**src/rtl/poola1_cu.sv**
```systemverilog
// Control unit for the 2x2 stride-2 pooling stage behind the first convolution.
// Optional feature macro: POOLA1_LAYER_DONE_EN (adds the per-layer map counter and layer_done).
module poola1_cu #(
  parameter int DATA_WIDTH            = 32,
  parameter int IFM_SIZE              = 28,
  parameter int IFM_DEPTH             = 6,
  parameter int WRITE_DELAY           = 2,
  parameter int IFM_SIZE_NEXT         = IFM_SIZE / 2,
  parameter int ADDRESS_SIZE_IFM      = $clog2(IFM_SIZE * IFM_SIZE),
  parameter int ADDRESS_SIZE_NEXT_IFM = $clog2(IFM_SIZE_NEXT * IFM_SIZE_NEXT)
) (
  input  logic                             clk,
  input  logic                             reset,
  input  logic                             start_from_previous,
  input  logic                             end_from_next,
  output logic                             end_to_previous,
  output logic                             ifm_enable_read_current,
  output logic [ADDRESS_SIZE_IFM-1:0]      ifm_address_read_current,
  output logic                             ifm_sel_current,
  output logic                             pool_first,
  output logic                             pool_enable,
  output logic                             ifm_enable_write_next,
  output logic [ADDRESS_SIZE_NEXT_IFM-1:0] ifm_address_write_next,
  output logic                             ifm_sel_next,
  output logic                             start_to_next,
  output logic                             ready,
`ifdef POOLA1_LAYER_DONE_EN
  output logic                             layer_done,
`endif
  output logic [1:0]                       dbg_state
);

  // Handshake: upstream pulses start_from_previous only while end_to_previous is
  // high; downstream accepts a map while end_from_next is high, and start_to_next
  // is asserted for exactly the one cycle in which that acceptance happens.

  typedef enum logic [1:0] {
    S_IDLE    = 2'd0,
    S_READ    = 2'd1,
    S_DRAIN   = 2'd2,
    S_HANDOFF = 2'd3
  } state_t;

  localparam int CW = (IFM_SIZE_NEXT > 1) ? $clog2(IFM_SIZE_NEXT) : 1;
  localparam logic [CW-1:0] C_LAST = CW'(IFM_SIZE_NEXT - 1);
  localparam logic [ADDRESS_SIZE_NEXT_IFM-1:0] WR_LAST =
    ADDRESS_SIZE_NEXT_IFM'(IFM_SIZE_NEXT * IFM_SIZE_NEXT - 1);
  localparam logic [31:0] IFM_W = 32'(IFM_SIZE);

  if ((IFM_SIZE % 2) != 0 || IFM_SIZE < 2 || WRITE_DELAY < 1 ||
      IFM_DEPTH < 1 || DATA_WIDTH < 1) begin : g_param_check
    $error("poola1_cu: invalid parameter set");
  end

  state_t                           state_q;
  logic                             rd_en_q;
  logic [ADDRESS_SIZE_IFM-1:0]      rd_addr_q;
  logic                             dx_q, dy_q;
  logic [CW-1:0]                    c_q, r_q;
  logic                             sel_cur_q, sel_next_q;
  logic                             pool_first_q, pool_enable_q;
  logic [WRITE_DELAY-1:0]           wr_sr_q;
  logic [ADDRESS_SIZE_NEXT_IFM-1:0] wr_addr_q;

  logic                             dx_d, dy_d;
  logic [CW-1:0]                    c_d, r_d;
  logic [31:0]                      addr_full;
  logic [ADDRESS_SIZE_IFM-1:0]      rd_addr_d;
  logic                             last_elem;
  logic                             win_done;
  logic                             wr_en;
  logic                             wr_last;

  // Window walk: dx fastest, then dy, then column c, then row r.
  always_comb begin
    dx_d = ~dx_q;
    dy_d = dy_q;
    c_d  = c_q;
    r_d  = r_q;
    if (dx_q) begin
      dy_d = ~dy_q;
      if (dy_q) begin
        if (c_q == C_LAST) begin
          c_d = '0;
          r_d = (r_q == C_LAST) ? '0 : r_q + CW'(1);
        end else begin
          c_d = c_q + CW'(1);
        end
      end
    end
    addr_full = (((32'(r_d) << 1) + 32'(dy_d)) * IFM_W) + (32'(c_d) << 1) + 32'(dx_d);
    rd_addr_d = addr_full[ADDRESS_SIZE_IFM-1:0];
    last_elem = dx_q & dy_q & (c_q == C_LAST) & (r_q == C_LAST);
    win_done  = rd_en_q & dx_q & dy_q;
    wr_en     = wr_sr_q[WRITE_DELAY-1];
    wr_last   = wr_en & (wr_addr_q == WR_LAST);
  end

  always_ff @(posedge clk or posedge reset) begin
    if (reset) begin
      state_q       <= S_IDLE;
      rd_en_q       <= 1'b0;
      rd_addr_q     <= '0;
      dx_q          <= 1'b0;
      dy_q          <= 1'b0;
      c_q           <= '0;
      r_q           <= '0;
      sel_cur_q     <= 1'b0;
      sel_next_q    <= 1'b0;
      pool_first_q  <= 1'b0;
      pool_enable_q <= 1'b0;
      wr_sr_q       <= '0;
      wr_addr_q     <= '0;
    end else begin
      pool_enable_q <= rd_en_q;
      pool_first_q  <= rd_en_q & ~dx_q & ~dy_q;
      wr_sr_q       <= (wr_sr_q << 1) | WRITE_DELAY'(win_done);
      if (wr_en) begin
        wr_addr_q <= wr_last ? '0 : wr_addr_q + ADDRESS_SIZE_NEXT_IFM'(1);
      end
      case (state_q)
        S_IDLE: begin
          if (start_from_previous) begin
            state_q   <= S_READ;
            rd_en_q   <= 1'b1;
            rd_addr_q <= '0;
            dx_q      <= 1'b0;
            dy_q      <= 1'b0;
            c_q       <= '0;
            r_q       <= '0;
          end
        end
        S_READ: begin
          if (last_elem) begin
            state_q   <= S_DRAIN;
            rd_en_q   <= 1'b0;
            rd_addr_q <= '0;
            dx_q      <= 1'b0;
            dy_q      <= 1'b0;
            c_q       <= '0;
            r_q       <= '0;
            sel_cur_q <= ~sel_cur_q;
          end else begin
            rd_addr_q <= rd_addr_d;
            dx_q      <= dx_d;
            dy_q      <= dy_d;
            c_q       <= c_d;
            r_q       <= r_d;
          end
        end
        // Writes trail reads by WRITE_DELAY; wait for the one that wraps the address.
        S_DRAIN: begin
          if (wr_last) begin
            state_q <= S_HANDOFF;
          end
        end
        S_HANDOFF: begin
          if (end_from_next) begin
            state_q    <= S_IDLE;
            sel_next_q <= ~sel_next_q;
          end
        end
        default: state_q <= S_IDLE;
      endcase
    end
  end

  assign end_to_previous          = (state_q == S_IDLE);
  assign ready                    = end_to_previous;
  assign start_to_next            = (state_q == S_HANDOFF) & end_from_next;
  assign ifm_enable_read_current  = rd_en_q;
  assign ifm_address_read_current = rd_addr_q;
  assign ifm_sel_current          = sel_cur_q;
  assign pool_first               = pool_first_q;
  assign pool_enable              = pool_enable_q;
  assign ifm_enable_write_next    = wr_en;
  assign ifm_address_write_next   = wr_addr_q;
  assign ifm_sel_next             = sel_next_q;
  assign dbg_state                = state_q;

`ifdef POOLA1_LAYER_DONE_EN
  localparam int MW = (IFM_DEPTH > 1) ? $clog2(IFM_DEPTH) : 1;
  localparam logic [MW-1:0] M_LAST = MW'(IFM_DEPTH - 1);

  logic [MW-1:0] map_cnt_q;

  always_ff @(posedge clk or posedge reset) begin
    if (reset) begin
      map_cnt_q <= '0;
    end else if (start_to_next) begin
      map_cnt_q <= (map_cnt_q == M_LAST) ? '0 : map_cnt_q + MW'(1);
    end
  end

  assign layer_done = start_to_next & (map_cnt_q == M_LAST);
`endif

endmodule

```
**config.mk**
```make
export PLATFORM = sky130hd
export DESIGN_NAME = poola1_cu
export DESIGN_NICKNAME = d
export VERILOG_FILES = /design/src/rtl/poola1_cu.sv
export SDC_FILE = /design/constraint.sdc
export NUM_CORES = 1
export LEC_CHECK = 0
export CAP_MARGIN = 20
export CORE_MARGIN = 10
export CORE_UTILIZATION = 50
export CTS_CLUSTER_SIZE = 20
export DETAILED_ROUTE_END_ITERATION = 8
export DONT_BUFFER_PORTS = 1
export GPL_TIMING_DRIVEN = 0
export PLACE_DENSITY = 0.75
export SYNTH_ARGS = -nofsm -noshare
export SYNTH_HDL_FRONTEND = slang
export SYNTH_SLANG_ARGS = --single-unit
```
**constraint.sdc**
```tcl
create_clock -name clk -period 4.7 [get_ports clk]
set_clock_uncertainty 0.1 [all_clocks]
set_input_delay 0.94 -clock clk [delete_from_list [all_inputs] [get_ports clk]]
set_output_delay 0.94 -clock clk [all_outputs]
set_load 0.01 [all_outputs]
```
# Word-level counts from Yosys, hierarchy flattened
# Index checks and enable logic that the tools add are counted.
dict set report totals {
  reg_bits 37
  input_bits 4
  output_inout_bits 29
}
dict set report classes {
  n_addsub 6
  mul 1
  eq_ne 10
  mux 30
  n_bitwise 14
  n_reduce_logical 7
}
# operator count
set ops {}
lappend ops {{2-to-1 mux 4 bit} 10}
lappend ops {{2-to-1 mux 10 bit} 2}
lappend ops {{case mux 10 bit (2 select lines)} 1}
lappend ops {{case mux 4 bit (2 select lines)} 2}
lappend ops {{adder 10 x 1 -> 10 bit} 1}
lappend ops {{adder 10 x 5 -> 10 bit} 1}
lappend ops {{bitwise AND 1 bit} 9}
lappend ops {{adder 4 x 1 -> 4 bit (second input constant)} 2}
lappend ops {{adder 8 x 1 -> 8 bit (second input constant)} 1}
lappend ops {{== test 4 bit (second input constant)} 2}
lappend ops {{== test 8 bit (second input constant)} 1}
lappend ops {{multiplier 6 x 3 -> 8 bit (second input constant)} 1}
lappend ops {{2-to-1 mux 2 bit} 4}
lappend ops {{2-to-1 mux 8 bit} 1}
lappend ops {{!= test 2 bit (second input constant)} 4}
lappend ops {{case mux 2 bit (4 select lines)} 1}
lappend ops {{adder 5 x 1 -> 6 bit} 1}
lappend ops {{2-to-1 mux 1 bit} 6}
lappend ops {{case mux 1 bit (2 select lines)} 3}
lappend ops {{AND reduction 2 bit} 3}
lappend ops {{== test 2 bit (second input constant)} 2}
lappend ops {{NOT 1 bit} 4}
lappend ops {{AND reduction 4 bit} 1}
lappend ops {{AND reduction 3 bit} 1}
lappend ops {{other kinds (4)} 4}

# Depth between registers and ports, before layout
# Gate-level depths: netlist (run 1).
dict set report depth {
  word_depth 11
  depth_mapped 17
}

# Least setup slack after synthesis (run 1)
# No wires, ideal clock.
dict set report synth_path {
  path_kind {reg2reg}
  startpoint {register, netlist name ifm_address_read_current[1]}
  endpoint {register rd_addr_q[9], in the netlist ifm_address_read_current[9]}
  arrival_ns 3.751
  t_required_ns 4.469
  slack_ns 0.718
  stages_incl_launch_ff 17
  synth_period_minus_slack_ns 3.982
  path_cell_list {dfrtp_1 -> ha_1 -> and3_1 -> buf_6 -> and4_1 -> buf_4 -> o21a_1 -> o21ai_0 -> inv_1 -> fa_1 -> inv_1 -> fa_1 -> a211oi_1 -> o22ai_1 -> nor4b_2 -> xnor2_1 -> o21ai_0}
}
# element line
set synth_rtl {}
lappend synth_rtl {{end signal: assignment} 144} ;# rd_addr_q <= rd_addr_d;
lappend synth_rtl {{end: declaration} 57} ;# logic [ADDRESS_SIZE_IFM-1:0] rd_addr_q;

==> flow_summary.json, run 1 <==
{
  "worst_pin_slew_ns": 0.805,
  "drive_gt1_share_pct": 9.43,
  "synthAdderAreaFrac_pct": 14.7,
  "dp_hpwl_um": 3100,
  "endpoint_kind": "register",
  "ys_types": 48,
  "grt_max_degree": 22,
  "status": "completed",
  "grt_usage_pct": 12.4,
  "syn_avg_cell_area_um2": 10.5,
  "io_buffers": 0,
  "slowest_delay_ns": 0.56,
  "nets": 237,
  "setup_viol": 0,
  "postCtsSetupBuffers": 0,
  "rsz0062_at_grt": "no",
  "synth_warnings": 0,
  "htreeDepth": 2,
  "wl_per_cell_um": 16.3,
  "grt.overflow.total": 0,
  "synth_top_family_by_area": "compound AO/OA/AOI/OAI gates",
  "met3_usage_pct": 6.50,
  "synth_ff_type": "dfrtp_1",
  "syn_inst": 203,
  "fmax_mhz": 230,
  "grt_busiest_layer": "met2",
  "cts_resized": 0,
  "synthesis.area_mm2": 0.00213,
  "cp_cell_sequence": "ha_1, and3_1, buf_6, and4_1, buf_4, o21a_1, o21ai_0, inv_1, fa_1, inv_1, fa_1, a211oi_1, o22ai_1, nor4b_2, xnor2_1, o21ai_0",
  "worst_ir_drop_vdd_uv": 329,
  "initial_core_util_pct": 52.5,
  "grt_pass1_vias": 1494,
  "boundaryPins": 33,
  "grt_pass1_wl_um": 7340,
  "synth-simple-area-share_pct": 14.2,
  "gp_congestion": 0.790,
  "crit_slowest_cell": "fa_1",
  "cts_buffers": 5,
  "use_met1_pct": 15.0,
  "syn-num-nets": 229,
  "clk_pin_slew_ns": 0.07,
  "critPathKind": "reg -> reg",
  "synth_edf_count": 0,
  "required_ns": 4.77,
  "synth-xor-area-share_pct": 5.76,
  "synth_compound_area_share_pct": 16.3,
  "drc": 0,
  "critical_path_arrival_ns": 4.42,
  "via_count": 1494,
  "drv_slew": 0,
  "holdBufCountCts": 0,
  "die_h_um": 85.3,
  "clock_latency_ns": 0.30,
  "vias_per_cell": 5.70,
  "die_w_um": 85.3,
  "clock-sinks": 35,
  "fin_crit_sh_pct": 92.5,
  "setup_ws_ns": 0.351,
  "area_growth_syn_to_layout_pct": 8.23,
  "hold_viol_final": 0,
  "totalWireLength_um": 4260,
  "cts_root_buf": "clkbuf_8",
  "clockBufferDepth": 2,
  "ys_ff_latch": 35,
  "hold_path_class": "reg -> reg",
  "rows": 23,
  "drtIter0Drc": 55,
  "synth_mux_area_share_pct": 3.17,
  "drv_cap": 0,
  "met2_usage_pct": 18.3,
  "critPathMaxFanout": 9,
  "power.density_mw_per_mm2": 544,
  "die_area_mm2": 0.00727,
  "firstDrtPassIters": 4,
  "start_kind": "register",
  "dp_slack_ns": 0.372,
  "antenna_left": 0,
  "period_minus_slack_ns": 4.35,
  "cts_tree": "yes",
  "diodes": 0,
  "synth-async-reset-ratio_pct": 100,
  "antenna_found_initial": 0,
  "synth_seq_area_share_pct": 41.1,
  "core-area_mm2": 0.00406,
  "leakagePower_nw": 1.10,
  "setup-tns-final_ns": 0,
  "relSlewSlack_pct": 46.1
}
==> path summary, 6_finish.rpt <==
kind	start	endpoint	slack, ns	depth (start not counted)
setup / recovery	ifm_address_read_current[1]$_DFFE_PP0P_	ifm_address_read_current[9]$_DFFE_PP0P_	0.35	16
hold / removal	wr_sr_q[0]$_DFF_PP0_	wr_sr_q[1]$_DFF_PP0_	0.25	0
setup reg to reg	ifm_address_read_current[1]$_DFFE_PP0P_	ifm_address_read_current[9]$_DFFE_PP0P_	0.35	16
hold reg to reg	wr_sr_q[0]$_DFF_PP0_	wr_sr_q[1]$_DFF_PP0_	0.25	0
max in group asynchronous	reset	ifm_address_write_next[1]$_DFFE_PP0P_	3.45	2
min in group asynchronous	reset	r_q[2]$_DFFE_PP0P_	0.52	1
==> cell type report <==
| class | count | area (um^2) |
|---|---|---|
| well taps | 50 | 62.6 |
| fillers | 344 | 1750 |
| inverters | 12 | 45.0 |
| clock inverters | 2 | 12.5 |
| flip-flops and latches | 35 | 876 |
| multi-input cells | 147 | 1150 |
| clock buffers | 6 | 72.6 |
| plain buffers | 9 | 56.3 |
| repair buffers | 1 | 27.5 |
==> state kept, by name (all words and copies together), names as in the netlist <==
signal / count
dx_q: 1
c_q: 3
ifm_enable_read_current: 1
pool_enable: 1
dy_q: 1
dbg_state: 2
ifm_address_write_next: 8
pool_first: 1
ifm_address_read_current: 9
ifm_sel_current: 1
r_q: 4
ifm_sel_next: 1
wr_sr_q: 2
==> critical path, delay by kind of cell (launching register included) <==
| family | cells | cell delay, ns |
|---|---|---|
| fa+ha+maj | 3 | 1.24 |
| compound gates | 5 | 1.10 |
| simple gates | 3 | 0.67 |
| buf+inv | 4 | 0.50 |
| flops | 1 | 0.46 |
| xor+xnor | 1 | 0.15 |
==> layer usage <==
metal	vias up	routed length (um)
li1	740	-
met1	711	2010
met2	38	1780
met3	5	410
met4	0	58
met5	-	0
==> cells in the final DEF (no fill, tap or decap), drive strengths merged, types with 2 or more instances in the layout <==
cell type,netlist,routed
o21bai,2,2
inv,12,12
and4b,2,2
buf,5,6
clkbuf,4,10
and2,2,2
xor2,7,7
nand4,2,2
o21ai,17,17
nor2,10,10
a211oi,2,2
a221o,2,2
o31ai,2,2
a21oi,3,3
nor2b,3,3
o21a,2,2
dfrtp,35,35
mux2,3,3
and3,3,3
xnor2,7,7
nor4b,2,2
nand2,16,16
a21o,3,3
a22o,9,9
mux2i,3,3
fa,5,5
nand3,9,9
ha,17,17
==> logic make-up (layout without fill, tap and decap cells) <==
family	count (synthesis)	count (layout)
mux	6	6
flops	35	35
xor+xnor	14	14
compound gates	49	49
simple gates	56	56
buf+inv	21	30
fa+ha+maj	22	22
==> Yosys cell counts (all sizes together), types with 2 or more instances <==
master / number / area, um^2
and4b: 2 / 20.0
and3: 3 / 18.8
nand4: 2 / 12.5
and2: 2 / 12.5
nand3: 9 / 45.0
o21ai: 17 / 85.1
mux2: 3 / 37.5
nand2: 16 / 62.6
o31ai: 2 / 15.0
inv: 12 / 45.0
a21o: 3 / 22.5
a211oi: 2 / 15.0
xor2: 7 / 61.3
nor2: 10 / 37.5
a221o: 2 / 20.0
o21bai: 2 / 15.0
dfrtp: 35 / 876
a22o: 9 / 78.8
mux2i: 3 / 30.0
ha: 17 / 213
xnor2: 7 / 61.3
fa: 5 / 100
nor2b: 3 / 18.8
clkbuf: 4 / 15.0
o21a: 2 / 15.0
buf: 5 / 41.3
nor4b: 2 / 23.8
a21oi: 3 / 18.8
==> report_power, final <==
group,internal [mW],total [mW],switching [mW],leakage (nW)
logic,0.232,0.551,0.319,0.601
clock network,0.103,0.217,0.114,0.0412
registers,0.375,0.485,0.110,0.456
total,0.710,1.25,0.543,1.10
==> stage by stage <==
stage	instances	power (mW)	util [%]	cell area, um^2	hold slack (ns)
final	262	1.25	56.8	2300	0.252
after global routing	262	1.37	56.8	2300	0.267
after CTS	262	1.26	56.8	2300	0.254
after detailed placement	254	1.04	54.7	2220	0.239
after global placement	253	1.02	54.0	2190	0.232
after floorplan	203	0.908	-	2130	0.231
No activity file was read; power rests on OpenSTA's default activity.
==> run 2, diff against run 1 <==
==> constraint.sdc (replaced) <==
create_clock -name clk -period 4.7 [get_ports clk]
set_clock_uncertainty 0.1 [all_clocks]
set_input_delay 0.235 -clock clk [delete_from_list [all_inputs] [get_ports clk]]
set_output_delay 0.235 -clock clk [all_outputs]
set_load 0.01 [all_outputs]
==> run 2 against run 1 <==
Against the previous run: core utilization rose by 0.25 points; sequential share of layout area shrank 0.16 points; cell count grew 0.38%; via count grew 0.27%; design area is 0.43% higher; combinational power about the same; sequential power is essentially flat; sequential cell count is the same.
==> flow_summary.json, run 2 (synthesized netlist as in run 1, its figures left out) <==
{
  "status": "completed",
  "die_h_um": 85.3,
  "required_ns": 4.77,
  "critPathMaxFanout": 9,
  "area_growth_syn_to_layout_pct": 8.70,
  "layout_common_cells": "dfrtp_1 (35), o21ai_0 (17), ha_1 (17)",
  "drv_cap": 0,
  "largest_reg_flops": 9,
  "hold_path_class": "in -> reg",
  "worst_r2r_endpoint": "ifm_address_read_current[9]$_DFFE_PP0P_",
  "drc": 0,
  "firstDrtPassIters": 4,
  "clockBufferDepth": 2,
  "core-area_mm2": 0.00406,
  "cts_buffers": 5,
  "endpoint_kind": "register",
  "worst_ir_drop_vdd_uv": 329,
  "ff_latch_area_um2": 876,
  "clock-sinks": 35,
  "nets": 238,
  "power.density_mw_per_mm2": 542,
  "cpLargestDelayFamily": "adder cells",
  "rows": 23,
  "worst_pin_slew_ns": 0.805,
  "io_buffers": 0,
  "antenna_left": 0,
  "fmax_mhz": 230,
  "grt.overflow.total": 0,
  "gp_congestion": 0.790,
  "grt_usage_pct": 12.4,
  "hold_path_depth": 2,
  "setup_ws_ns": 0.351,
  "min_from": "end_from_next",
  "grt_max_degree": 22,
  "cts_resized": 0,
  "multi_input_area_mm2": 0.00115,
  "reg2reg_slack_ns": 0.35,
  "cts_tree": "yes",
  "vias_per_cell": 5.70,
  "boundaryPins": 33,
  "slowest_delay_ns": 0.56,
  "fin_crit_sh_pct": 92.5,
  "grt_pass1_wl_um": 7360,
  "clock_latency_ns": 0.30,
  "totalWireLength_um": 4260,
  "clk_pin_slew_ns": 0.07,
  "diodes": 0,
  "rsz0062_at_grt": "no",
  "dp_slack_ns": 0.372,
  "drtIter0Drc": 47,
  "dp_hpwl_um": 3100,
  "htreeDepth": 2,
  "crit_slowest_cell": "fa_1",
  "setup-tns-final_ns": 0,
  "critical_path_arrival_ns": 4.42,
  "hold-path-endpoint": "ifm_sel_next$_DFFE_PP0P_",
  "critical_path_buf_inv_count": 4,
  "cp_cell_sequence": "ha_1, and3_1, buf_6, and4_1, buf_4, o21a_1, o21ai_0, inv_1, fa_1, inv_1, fa_1, a211oi_1, o22ai_1, nor4b_2, xnor2_1, o21ai_0",
  "drive_gt1_share_pct": 9.39,
  "period_minus_slack_ns": 4.35,
  "cts_root_buf": "clkbuf_8",
  "grt_pass1_vias": 1497,
  "drv_slew": 0,
  "r2r-start": "ifm_address_read_current[1]$_DFFE_PP0P_",
  "die_area_mm2": 0.00727,
  "via_count": 1498,
  "leakagePower_nw": 1.10,
  "final_common_cell": "dfrtp_1",
  "initial_core_util_pct": 52.5,
  "critPathKind": "reg -> reg",
  "die_w_um": 85.3,
  "wl_per_cell_um": 16.2,
  "relSlewSlack_pct": 46.1,
  "start_kind": "register",
  "setup_viol": 0,
  "hold_viol_final": 0,
  "fill_cells": 343,
  "antenna_found_initial": 0,
  "worst-r2r-cell-count": 16
}
[run 2: final cells by class]
class	instances	area share (%)
Clock inverter	2	0.541
Buffer	9	2.43
Clock buffer	6	3.14
Inverter	12	1.95
Sequential cell	35	37.8
Multi-Input combinational cell	147	49.8
Tap cell	50	2.70
Timing Repair Buffer	2	1.62
[run 2: metrics by stage]
step	util, %	hold slack (ns)	total power [mW]	instance area [um^2]	instances
2_1_floorplan	-	0.231	0.908	2130	203
3_3_place_gp	54.0	0.232	1.02	2190	253
3_5_place_dp	54.7	0.164	1.04	2220	254
4_1_cts	57.0	0.166	1.27	2310	263
5_1_grt	57.0	0.184	1.37	2310	263
6_report	57.0	0.164	1.25	2310	263
[run 2: power breakdown]
part	switching (mW)	total (mW)	internal, mW
combinational	0.319	0.551	0.232
sequential	0.110	0.485	0.375
clock	0.114	0.217	0.103
[run 2: what timing repair did]
item,in CTS,in global routing
hold buffers,1,0
buffers inserted,0,0
hold endpoints to repair,14,0
[run 2: worst max-delay path by stage]
stage	start	endpoint	slack [ns]	cells past startpoint
CTS	ifm_address_read_current[1]$_DFFE_PP0P_	ifm_address_read_current[9]$_DFFE_PP0P_	0.36	16
floorplan	ifm_address_read_current[1]$_DFFE_PP0P_	ifm_address_read_current[9]$_DFFE_PP0P_	0.72	16
finish	ifm_address_read_current[1]$_DFFE_PP0P_	ifm_address_read_current[9]$_DFFE_PP0P_	0.35	16
global route	ifm_address_read_current[1]$_DFFE_PP0P_	ifm_address_read_current[9]$_DFFE_PP0P_	0.08	16
global placement	ifm_address_read_current[1]$_DFFE_PP0P_	ifm_address_read_current[9]$_DFFE_PP0P_	0.42	16
detailed placement	ifm_address_read_current[1]$_DFFE_PP0P_	ifm_address_read_current[9]$_DFFE_PP0P_	0.37	16
[run 2: metal layers]
metal	GRT usage (%)	share of wire (%)
met5	0	0
met4	4.34	1.4
met3	6.50	9.6
met2	18.3	42
met1	15.0	47
[run 2: worst reg2reg max path, stage by stage, from the launching register on]
cell and delay (ns):
dfrtp_1 0.46, ha_1 0.23, and3_1 0.18, buf_6 0.13, and4_1 0.20, buf_4 0.15, o21a_1 0.09, o21ai_0 0.35
inv_1 0.15, fa_1 0.56, inv_1 0.07, fa_1 0.46, a211oi_1 0.41, o22ai_1 0.18, nor4b_2 0.29, xnor2_1 0.15
o21ai_0 0.08
